### src/rtl/fetch_unit_pkg.sv
// Shared definitions for the instruction fetch unit: opcodes, FSM encoding, reset PC.
package fetch_unit_pkg;

    localparam logic [31:0] DEFAULT_RESET_PC = 32'h0000_0000;
    localparam int          OPCODE_W         = 6;

    localparam logic [OPCODE_W-1:0] OP_J   = 6'b000010;
    localparam logic [OPCODE_W-1:0] OP_BEQ = 6'b000100;
    localparam logic [OPCODE_W-1:0] OP_BNE = 6'b000101;

    typedef enum logic [1:0] {
        ST_IDLE  = 2'd0,
        ST_FETCH = 2'd1,
        ST_HOLD  = 2'd2
    } fetch_state_t;

    // Branch displacement is a signed word offset; turn it into a byte offset.
    function automatic logic [31:0] branch_byte_offset(input logic [15:0] imm);
        return {{14{imm[15]}}, imm, 2'b00};
    endfunction

endpackage

### src/rtl/fetch_unit_if.sv
// Bundle of instruction-memory, decode-stage and control-decoder signals around the fetch unit.
interface fetch_unit_if;
    import fetch_unit_pkg::*;

    logic                imem_req;
    logic [31:0]         imem_addr;
    logic                imem_ack;
    logic [31:0]         imem_rdata;
    logic [31:0]         instr;
    logic                instr_valid;
    logic                instr_ready;
    logic [OPCODE_W-1:0] opcode;
    logic [31:0]         pc;
    logic [31:0]         pc_plus4;
    logic                branch;
    logic                mux_pc_branch;
    logic                mux_branch_jump;
    logic                zero;
    logic [31:0]         retired;

    modport master (
        output imem_req, imem_addr, instr, instr_valid, opcode, pc, pc_plus4, retired,
        input  imem_ack, imem_rdata, instr_ready, branch, mux_pc_branch, mux_branch_jump, zero
    );

    modport slave (
        input  imem_req, imem_addr, instr, instr_valid, opcode, pc, pc_plus4, retired,
        output imem_ack, imem_rdata, instr_ready, branch, mux_pc_branch, mux_branch_jump, zero
    );

endinterface

### src/rtl/fetch_unit_next_pc.sv
// Combinational next-PC selection: jump, taken BEQ/BNE branch, or fall-through.
module mips_next_pc
    import fetch_unit_pkg::*;
(
    input  logic [31:0] pc_plus4_i,
    input  logic [31:0] instr_i,
    input  logic        branch_i,
    input  logic        mux_pc_branch_i,
    input  logic        mux_branch_jump_i,
    input  logic        zero_i,
    output logic [31:0] next_pc_o
);

    logic [OPCODE_W-1:0] opcode;
    logic                condMet;
    logic                branchTaken;
    logic [31:0]         jumpTarget;
    logic [31:0]         branchTarget;

    assign opcode       = instr_i[31:26];
    assign jumpTarget   = {pc_plus4_i[31:28], instr_i[25:0], 2'b00};
    assign branchTarget = pc_plus4_i + branch_byte_offset(instr_i[15:0]);

    // BEQ wants the ALU to report equality, BNE wants inequality; other opcodes never branch.
    always_comb begin
        condMet = 1'b0;
        if (opcode == OP_BEQ) begin
            condMet = zero_i;
        end else if (opcode == OP_BNE) begin
            condMet = ~zero_i;
        end
    end

    assign branchTaken = branch_i & mux_pc_branch_i & condMet;

    // Jump outranks a taken branch, which outranks sequential flow.
    always_comb begin
        next_pc_o = pc_plus4_i;
        if (!mux_branch_jump_i) begin
            next_pc_o = jumpTarget;
        end else if (branchTaken) begin
            next_pc_o = branchTarget;
        end
    end

endmodule

### src/rtl/fetch_unit.sv
// Instruction fetch unit: requests a word, holds it for decode, advances PC on retirement.
module fetch_unit
    import fetch_unit_pkg::*;
#(
    parameter logic [31:0] RESET_PC = DEFAULT_RESET_PC
)
(
    input  logic          clk,
    input  logic          nrst,
    fetch_unit_if.master  fu_if
);

    fetch_state_t state_q;
    fetch_state_t state_d;

    logic [31:0] pc_q;
    logic [31:0] pc_d;
    logic [31:0] instr_q;
    logic [31:0] instr_d;
    logic [31:0] retired_q;
    logic [31:0] retired_d;

    logic [31:0] pc_plus4;
    logic [31:0] next_pc;
    logic        fetchAccept;
    logic        retire;

    assign pc_plus4 = pc_q + 32'd4;

    mips_next_pc u_next_pc (
        .pc_plus4_i        (pc_plus4),
        .instr_i           (instr_q),
        .branch_i          (fu_if.branch),
        .mux_pc_branch_i   (fu_if.mux_pc_branch),
        .mux_branch_jump_i (fu_if.mux_branch_jump),
        .zero_i            (fu_if.zero),
        .next_pc_o         (next_pc)
    );

    // State register; reset parks the FSM in IDLE and drops any outstanding work.
    always_ff @(posedge clk) begin
        if (!nrst) begin
            state_q <= ST_IDLE;
        end else begin
            state_q <= state_d;
        end
    end

    // Next state: IDLE always starts fetching, FETCH waits for ack, HOLD waits for retirement.
    always_comb begin
        state_d = state_q;
        unique case (state_q)
            ST_IDLE:  state_d = ST_FETCH;
            ST_FETCH: if (fu_if.imem_ack)    state_d = ST_HOLD;
            ST_HOLD:  if (fu_if.instr_ready) state_d = ST_FETCH;
            default:  state_d = ST_IDLE;
        endcase
    end

    // Moore outputs plus the two qualified events that move the datapath.
    always_comb begin
        fu_if.imem_req    = (state_q == ST_FETCH);
        fu_if.instr_valid = (state_q == ST_HOLD);
        fetchAccept       = (state_q == ST_FETCH) && fu_if.imem_ack;
        retire            = (state_q == ST_HOLD) && fu_if.instr_ready;
    end

    // Datapath next values; acks outside FETCH and controls outside retirement are ignored.
    always_comb begin
        pc_d      = pc_q;
        instr_d   = instr_q;
        retired_d = retired_q;
        if (fetchAccept) begin
            instr_d = fu_if.imem_rdata;
        end
        if (retire) begin
            pc_d      = next_pc;
            retired_d = retired_q + 32'd1;
        end
    end

    // Datapath registers with synchronous reset.
    always_ff @(posedge clk) begin
        if (!nrst) begin
            pc_q      <= RESET_PC;
            instr_q   <= 32'd0;
            retired_q <= 32'd0;
        end else begin
            pc_q      <= pc_d;
            instr_q   <= instr_d;
            retired_q <= retired_d;
        end
    end

    assign fu_if.imem_addr = pc_q;
    assign fu_if.instr     = instr_q;
    assign fu_if.opcode    = instr_q[31:26];
    assign fu_if.pc        = pc_q;
    assign fu_if.pc_plus4  = pc_plus4;
    assign fu_if.retired   = retired_q;

endmodule

### src/flat_wrapper.sv
// flat-port wrapper written by rule: the top's interface ports become plain ports
module fetch_unit_flat import fetch_unit_pkg::*;
#(
    parameter logic [31:0] RESET_PC = DEFAULT_RESET_PC
)
  (clk, nrst, fu_if_imem_req, fu_if_imem_addr, fu_if_instr, fu_if_instr_valid, fu_if_opcode, fu_if_pc, fu_if_pc_plus4, fu_if_retired, fu_if_imem_ack, fu_if_imem_rdata, fu_if_instr_ready, fu_if_branch, fu_if_mux_pc_branch, fu_if_mux_branch_jump, fu_if_zero);
  fetch_unit_if fu_if_i ();
  input  logic clk;
  input  logic nrst;
  output wire logic [$bits(fu_if_i.imem_req)-1:0] fu_if_imem_req;
  output wire logic [$bits(fu_if_i.imem_addr)-1:0] fu_if_imem_addr;
  output wire logic [$bits(fu_if_i.instr)-1:0] fu_if_instr;
  output wire logic [$bits(fu_if_i.instr_valid)-1:0] fu_if_instr_valid;
  output wire logic [$bits(fu_if_i.opcode)-1:0] fu_if_opcode;
  output wire logic [$bits(fu_if_i.pc)-1:0] fu_if_pc;
  output wire logic [$bits(fu_if_i.pc_plus4)-1:0] fu_if_pc_plus4;
  output wire logic [$bits(fu_if_i.retired)-1:0] fu_if_retired;
  input wire logic [$bits(fu_if_i.imem_ack)-1:0] fu_if_imem_ack;
  input wire logic [$bits(fu_if_i.imem_rdata)-1:0] fu_if_imem_rdata;
  input wire logic [$bits(fu_if_i.instr_ready)-1:0] fu_if_instr_ready;
  input wire logic [$bits(fu_if_i.branch)-1:0] fu_if_branch;
  input wire logic [$bits(fu_if_i.mux_pc_branch)-1:0] fu_if_mux_pc_branch;
  input wire logic [$bits(fu_if_i.mux_branch_jump)-1:0] fu_if_mux_branch_jump;
  input wire logic [$bits(fu_if_i.zero)-1:0] fu_if_zero;
  assign fu_if_imem_req = fu_if_i.imem_req;
  assign fu_if_imem_addr = fu_if_i.imem_addr;
  assign fu_if_instr = fu_if_i.instr;
  assign fu_if_instr_valid = fu_if_i.instr_valid;
  assign fu_if_opcode = fu_if_i.opcode;
  assign fu_if_pc = fu_if_i.pc;
  assign fu_if_pc_plus4 = fu_if_i.pc_plus4;
  assign fu_if_retired = fu_if_i.retired;
  assign fu_if_i.imem_ack = fu_if_imem_ack;
  assign fu_if_i.imem_rdata = fu_if_imem_rdata;
  assign fu_if_i.instr_ready = fu_if_instr_ready;
  assign fu_if_i.branch = fu_if_branch;
  assign fu_if_i.mux_pc_branch = fu_if_mux_pc_branch;
  assign fu_if_i.mux_branch_jump = fu_if_mux_branch_jump;
  assign fu_if_i.zero = fu_if_zero;
  fetch_unit #(.RESET_PC(RESET_PC)) u_core (.clk(clk), .nrst(nrst), .fu_if(fu_if_i));
endmodule
### config.mk
export PLATFORM = sky130hd
export DESIGN_NAME = fetch_unit_flat
export DESIGN_NICKNAME = d
export VERILOG_FILES = /design/src/rtl/fetch_unit_pkg.sv /design/src/rtl/fetch_unit_if.sv /design/src/rtl/fetch_unit_next_pc.sv /design/src/rtl/fetch_unit.sv /design/src/flat_wrapper.sv
export SDC_FILE = /design/constraint.sdc
export NUM_CORES = 1
export LEC_CHECK = 0
export ABC_CLOCK_PERIOD_IN_PS = 7800
export CAP_MARGIN = 20
export CORE_ASPECT_RATIO = 0.8
export CORE_MARGIN = 4
export CORE_UTILIZATION = 70
export DETAILED_ROUTE_END_ITERATION = 10
export DONT_BUFFER_PORTS = 1
export PLACE_DENSITY = 0.86
export REMOVE_ABC_BUFFERS = 1
export SLEW_MARGIN = 20
export SYNTH_ARGS = -nofsm -noshare
export SYNTH_HDL_FRONTEND = slang
export SYNTH_HIERARCHICAL = 1
export SYNTH_SLANG_ARGS = --single-unit
export TNS_END_PERCENT = 20
### constraint.sdc
create_clock -name clk -period 7.8 [get_ports clk]
set_input_delay 0.78 -clock clk [delete_from_list [all_inputs] [get_ports clk]]
set_output_delay 0.78 -clock clk [all_outputs]
set_load 0.01 [all_outputs]
### After elaboration in Yosys (flattened, before gate mapping)

Cells that the tools add are included.

| storage, ports and cells | value |
|---|---|
| register bits | 98 |
| output and inout port bits | 168 |

| operators by class | value |
|---|---|
| add/subtract/negate cells | 3 |
| equal/unequal tests | 6 |
| multiplexer cells | 7 |
| bitwise logic cells | 3 |
| reduce and logical (&&, ||, !) cells | 4 |

Operator list:

| cell | number |
|---|---|
| $mux W32 | 2 |
| $add A32 B1 Y32 const B | 1 |
| $add A32 B3 Y32 const B | 1 |
| $add A32 B32 Y32 | 1 |
| $eq A6 B3 Y1 const B | 2 |
| $pmux W2 S3 | 1 |
| $mux W2 | 2 |
| $ne A2 B1 Y1 const B | 2 |
| $and A1 B1 Y1 | 2 |
| $eq A2 B1 Y1 const B | 1 |
| $eq A2 B2 Y1 const B | 1 |
| $logic_and A1 B1 Y1 | 2 |
| $logic_not A2 Y1 | 1 |
| $mux W1 | 2 |
| $reduce_and A2 Y1 | 1 |
| $not A1 Y1 | 1 |

### Longest topological paths before layout

| depth | value |
|---|---|
| depth in word-level cells | 6 |
| mapped depth | 17 |
| depth with buffers taken out | 16 |

### Cells and area by module

Netlist, hierarchy kept.

By module, submodules not included:

| module | times used | cells each | area each (µm²) |
|---|---|---|---|
| fetch_unit | 1 | 608 | 4,722.0 |
| mips_next_pc | 1 | 340 | 2,239.6 |

### Least setup slack after synthesis

No wires, ideal clock.

| path | value |
|---|---|
| path type | flip-flop to flip-flop |
| start | register u_core.pc_q[4], in the netlist u_core/fu_if.imem_addr[4] |
| end | register u_core.pc_q[30], in the netlist u_core/fu_if.imem_addr[30] |
| library setup time | 0.132 ns |
| data arrival time | 3.763 ns |
| data required time | 7.668 ns |
| slack | 3.904 ns |
| cell stages (with the launch flop) | 15 |
| path buffers | 0 |
| clock period less this slack | 3.896 ns |
| cells stage by stage | dfxtp_1 > nand4_1 > nor4_1 > nand3_1 > xnor2_1 > ha_1 > o21ai_0 > nor2_1 > a2111oi_0 > a2bb2oi_1 > a21boi_0 > xor2_1 > o21ai_0 > nand2_1 > a21oi_1 |

| between the ends | value |
|---|---|
| cells in the longest elaborated chain, start to end | 4 |

Ends and longest elaborated chain:

| what | RTL line | text |
|---|---|---|
| start: declaration | fetch_unit.sv:16 | `logic [31:0] pc_q;` |
| start signal: assignment | fetch_unit.sv:89 | `pc_q <= pc_d;` |
| $add A32 B3 Y32 | fetch_unit.sv:28 | `assign pc_plus4 = pc_q + 32'd4;` |
| net fu_if_pc_plus4[27] | flat_wrapper.sv:16 | `output wire logic [$bits(fu_if_i.pc_plus4)-1:0] fu_if_pc_plus4;` |
| $add A32 B32 Y32 | fetch_unit_next_pc.sv:22 | `assign branchTarget = pc_plus4_i + branch_byte_offset(instr_i[15:0]);` |
| $mux W32 | fetch_unit_next_pc.sv:41 | `end else if (branchTaken) begin` |
| $mux W32 | fetch_unit_next_pc.sv:39 | `if (!mux_branch_jump_i) begin` |
| net u_core.next_pc[30] | fetch_unit.sv:24 | `logic [31:0] next_pc;` |

The timed path passes the listed nets, and every way through them passes these cells.
A chain may end at the register's enable or synchronous reset.

### Worst setup path in the final report

Same ends and word-level chain as after synthesis.

==> summary.md <==
| Metric | Value |
|---|---|
| Initial core utilization | 71.85% |
| Vias | 6,753 |
| Cts hold-fix bufs | 0 |
| Main combinational cell family by area after synthesis | simple AND/OR/NAND/NOR gates |
| Synth Area in Simple Gates | 27.86% |
| Sink Count | 98 |
| Pre-Repair DR Iteration Count | 6 |
| WL/cell | 20.08 um |
| Die Area | 11,610 um2 |
| GP Congestion | 0.9711 |
| Syn avg cell area | 7.344 um2 |
| Post-synth EDFFs | 0 |
| Largest stage delay, worst path | 1.01 ns |
| Tmin final | 4.975 ns |
| # rows | 32 |
| Final hold vios | 0 |
| Power per cell area | 152.7 nW/um2 |
| Clock transition at path regs | 0.07 ns |
| Family with the most delay on the worst path | simple AND/OR/NAND/NOR gates |
| Max Cap Violations | 0 |
| Top cell type's share of synthesized area | 28.18% |
| Syn Std Cell Area | 6962 um2 |
| Fill count | 805 |
| Worst Hold Slack | 0.5197 ns |
| Nets | 944 |
| Total track usage | 33.99% |
| Crit path DAT | 5.25 ns |
| Layout Skew | 0.005596 ns |
| Io pins | 208 |
| VDD IR-drop max | 0.1896 mV |
| Setup tns final | 0 ns |
| Top cell by count, worst path | o21ai_0 |
| Worst hold path class | flop to flop |
| Post-synthesis cell type count | 73 |
| Top post-synthesis cells by area | dfxtp_1 (28%), nand2_1 (11%), a21oi_1 (9.3%) |
| TritonCTS clock tree | yes |
| Synth Area in Adders | 5.859% |
| Top FF cell, synth | dfxtp_1 |
| First-pass GRT wire length | 33.04 mm |
| Die height | 97.20 um |
| Initial DRC Count | 600 |
| Sw power | 281.3 uW |
| Initial antenna violation count | 0 |
| Kind of critical path | flop to flop |
| Worst setup EP type | flop |
| Clock power share | 42.1% |
| Area Overhead vs Synth | -0.5751% |
| Worst path buffer plus inverter count | 0 |
| Vias per inst | 6.666 |
| Comb pwr share | 7.6% |
| CTS resizes | 0 |
| CTS HTree Levels | 3 |
| Switching Share | 26.62% |
| Total grt overflow | 0 |
| Post-Route WL | 20.34 mm |
| Worst-Margin Slew | 1.068 ns |
| Number of global-route vias before repair | 6,396 |
| Register area | 1962 um2 |
| Sequential share of the synthesized area | 28.18% |
| Final ANT Viol Nets | 0 |
| HPWL after DPL | 14.61 mm |
| Leading area contributor after synthesis | dfxtp_1 |
| Root Buffer | clkbuf_16 |
| RSZ-0062 raised after global routing | no |
| Cells after Synth | 948 |
| Synth Area in XOR/XNOR | 7.674% |
| Setup violators final | 0 |
| Ant diodes | 0 |
| Post-synth ARST share | 0% |
| Postcts setup bufs | 0 |
| Slew headroom | 28.19% |
| Core area | 9689 um2 |
| Tcrit/Tclk final | 63.78% |
| Leak Pwr | 0.002549 uW |
| Fraction of layout cells with a size suffix above 1 | 4.903% |
| Worst-skew pair later-pin latency | 0.35 ns |
| Die width | 119.5 um |
| Total CTS buffers | 9 |
| Mux contribution to synthesized area | 1.348% |
| Buffers on Ports | 0 |
| Area of the multi-input gates | 4415 um2 |
| Sequential power share | 50.3% |
| Status | completed |
| Max frequency | 201.0 MHz |
| Drt drc | 0 |
| Startpoint types | flop |
| Pin count of the biggest net entering global routing | 48 |
| Yosys reg bits | 98 |
| Critical-path cell list | nand4_1, nor4_2, nand3_1, xnor2_1, ha_1, o21ai_0, nor2_1, a2111oi_0, a2bb2oi_1, a21boi_0, xor2_1, o21ai_0, nand2_1, a21oi_1 |
| Final max-slew violation count | 0 |
| Crit path required time | 8.08 ns |
| Yosys warnings | 6 |
| Crit Path Max Fanout | 9 |
| Setup slack, reg-to-reg | 2.82 ns |
| Slowest CP cell | nor4_2 |
| Synth Area in Compound Gates | 20.56% |
| Internal Power | 775.4 uW |
| Clock buffer depth | 2 |
-- sequential cells by signal, summed over array words and instances, names as in the netlist --
signal                  cells
u_core/state_q              2
u_core/fu_if.instr         32
u_core/fu_if.imem_addr     32
u_core/fu_if.retired       32
-- final timing paths --
path / cells past startpoint / startpoint / end
worst max-delay path: 14 / u_core/fu_if.imem_addr[4] / u_core/fu_if.imem_addr[30]
worst min-delay path: 2 / u_core/fu_if.retired[31] / u_core/fu_if.retired[31]
worst max register to register: 14 / u_core/fu_if.imem_addr[4] / u_core/fu_if.imem_addr[30]
worst min register to register: 2 / u_core/fu_if.retired[31] / u_core/fu_if.retired[31]
-- layout make-up --
cell class	instances	area share, %
Multi-Input combinational cell	746	63.79
Sequential cell	98	28.34
Clock buffer	11	3.651
Tap cell	136	2.458
Inverter	13	0.7050
Clock inverter	5	0.6146
Timing Repair Buffer	4	0.4338
-- power groups by stage --
stage / logic [uW] / registers (uW) / clock network [uW]
2_1_floorplan: 59.6 / 538 / 0
3_3_place_gp: 74.7 / 543 / 0
3_5_place_dp: 77.9 / 543 / 0
4_1_cts: 78.1 / 532 / 450
5_1_grt: 88.8 / 533 / 472
6_report: 79.9 / 532 / 445
-- routing by layer --
metal	wire length, um	share of wire [%]	track usage, %	up-vias
li1	-	-	-	3154
met1	8446	42	44.22	3159
met2	9456	46	55.16	401
met3	2122	10	10.13	39
met4	315	1.5	8.803	0
met5	0	0	0	-
-- metrics by stage --
step	utilization, %	worst slack, ns	cells	power (uW)	area, um2
final	71.44	2.825	1013	1057	6922
after global routing	71.44	2.265	1013	1094	6922
after floorplan	-	3.781	857	597.1	6417
after detailed placement	68.39	2.890	997	621.2	6626
after CTS	71.44	2.839	1013	1059	6922
after global placement	68.39	3.049	997	617.3	6626
-- cell usage in the layout (no fill, tap or decap), types with 8 or more instances in the layout --
master and n:
a21o_1 18, a21oi_1 130, and2_1 10, and3_1 20
clkbuf_16 9, dfxtp_1 98, ha_1 31, inv_1 11
nand2_1 203, nand2b_1 8, nand3_1 24, nand4_1 25
nor2_1 58, nor3_1 8, nor4_1 8, o21ai_0 26
o31ai_1 9, or3_1 8, or4_1 12, xnor2_1 42
xor2_1 19
-- logic make-up after synthesis --
logic type | count (synthesis)
muxes | 9
DFF | 98
buffers and inverters | 104
adders and majority gates | 32
xor gates and xnor gates | 61
AOI/OAI and AO/OA | 235
and+or+nand+nor | 409
-- cell usage after synthesis (8+ instances only) --
cell      count
nand2_1     203
a21oi_1     130
dfxtp_1      98
nor2_1       59
xnor2_1      42
buf_4        41
clkbuf_1     39
ha_1         31
o21ai_0      26
nand4_1      25
nand3_1      24
and3_1       20
xor2_1       19
a21o_1       18
or4_1        12
inv_1        11
and2_1       10
nor4_1        9
o31ai_1       9
nand2b_1      8
nor3_1        8
or3_1         8
-- tightest hold or removal path, stage by stage (launching register included) --
cell	delay, ns
dfxtp_1	0.35
nand2_1	0.07
mux2i_1	0.05
(Power assumes the default switching activity.)
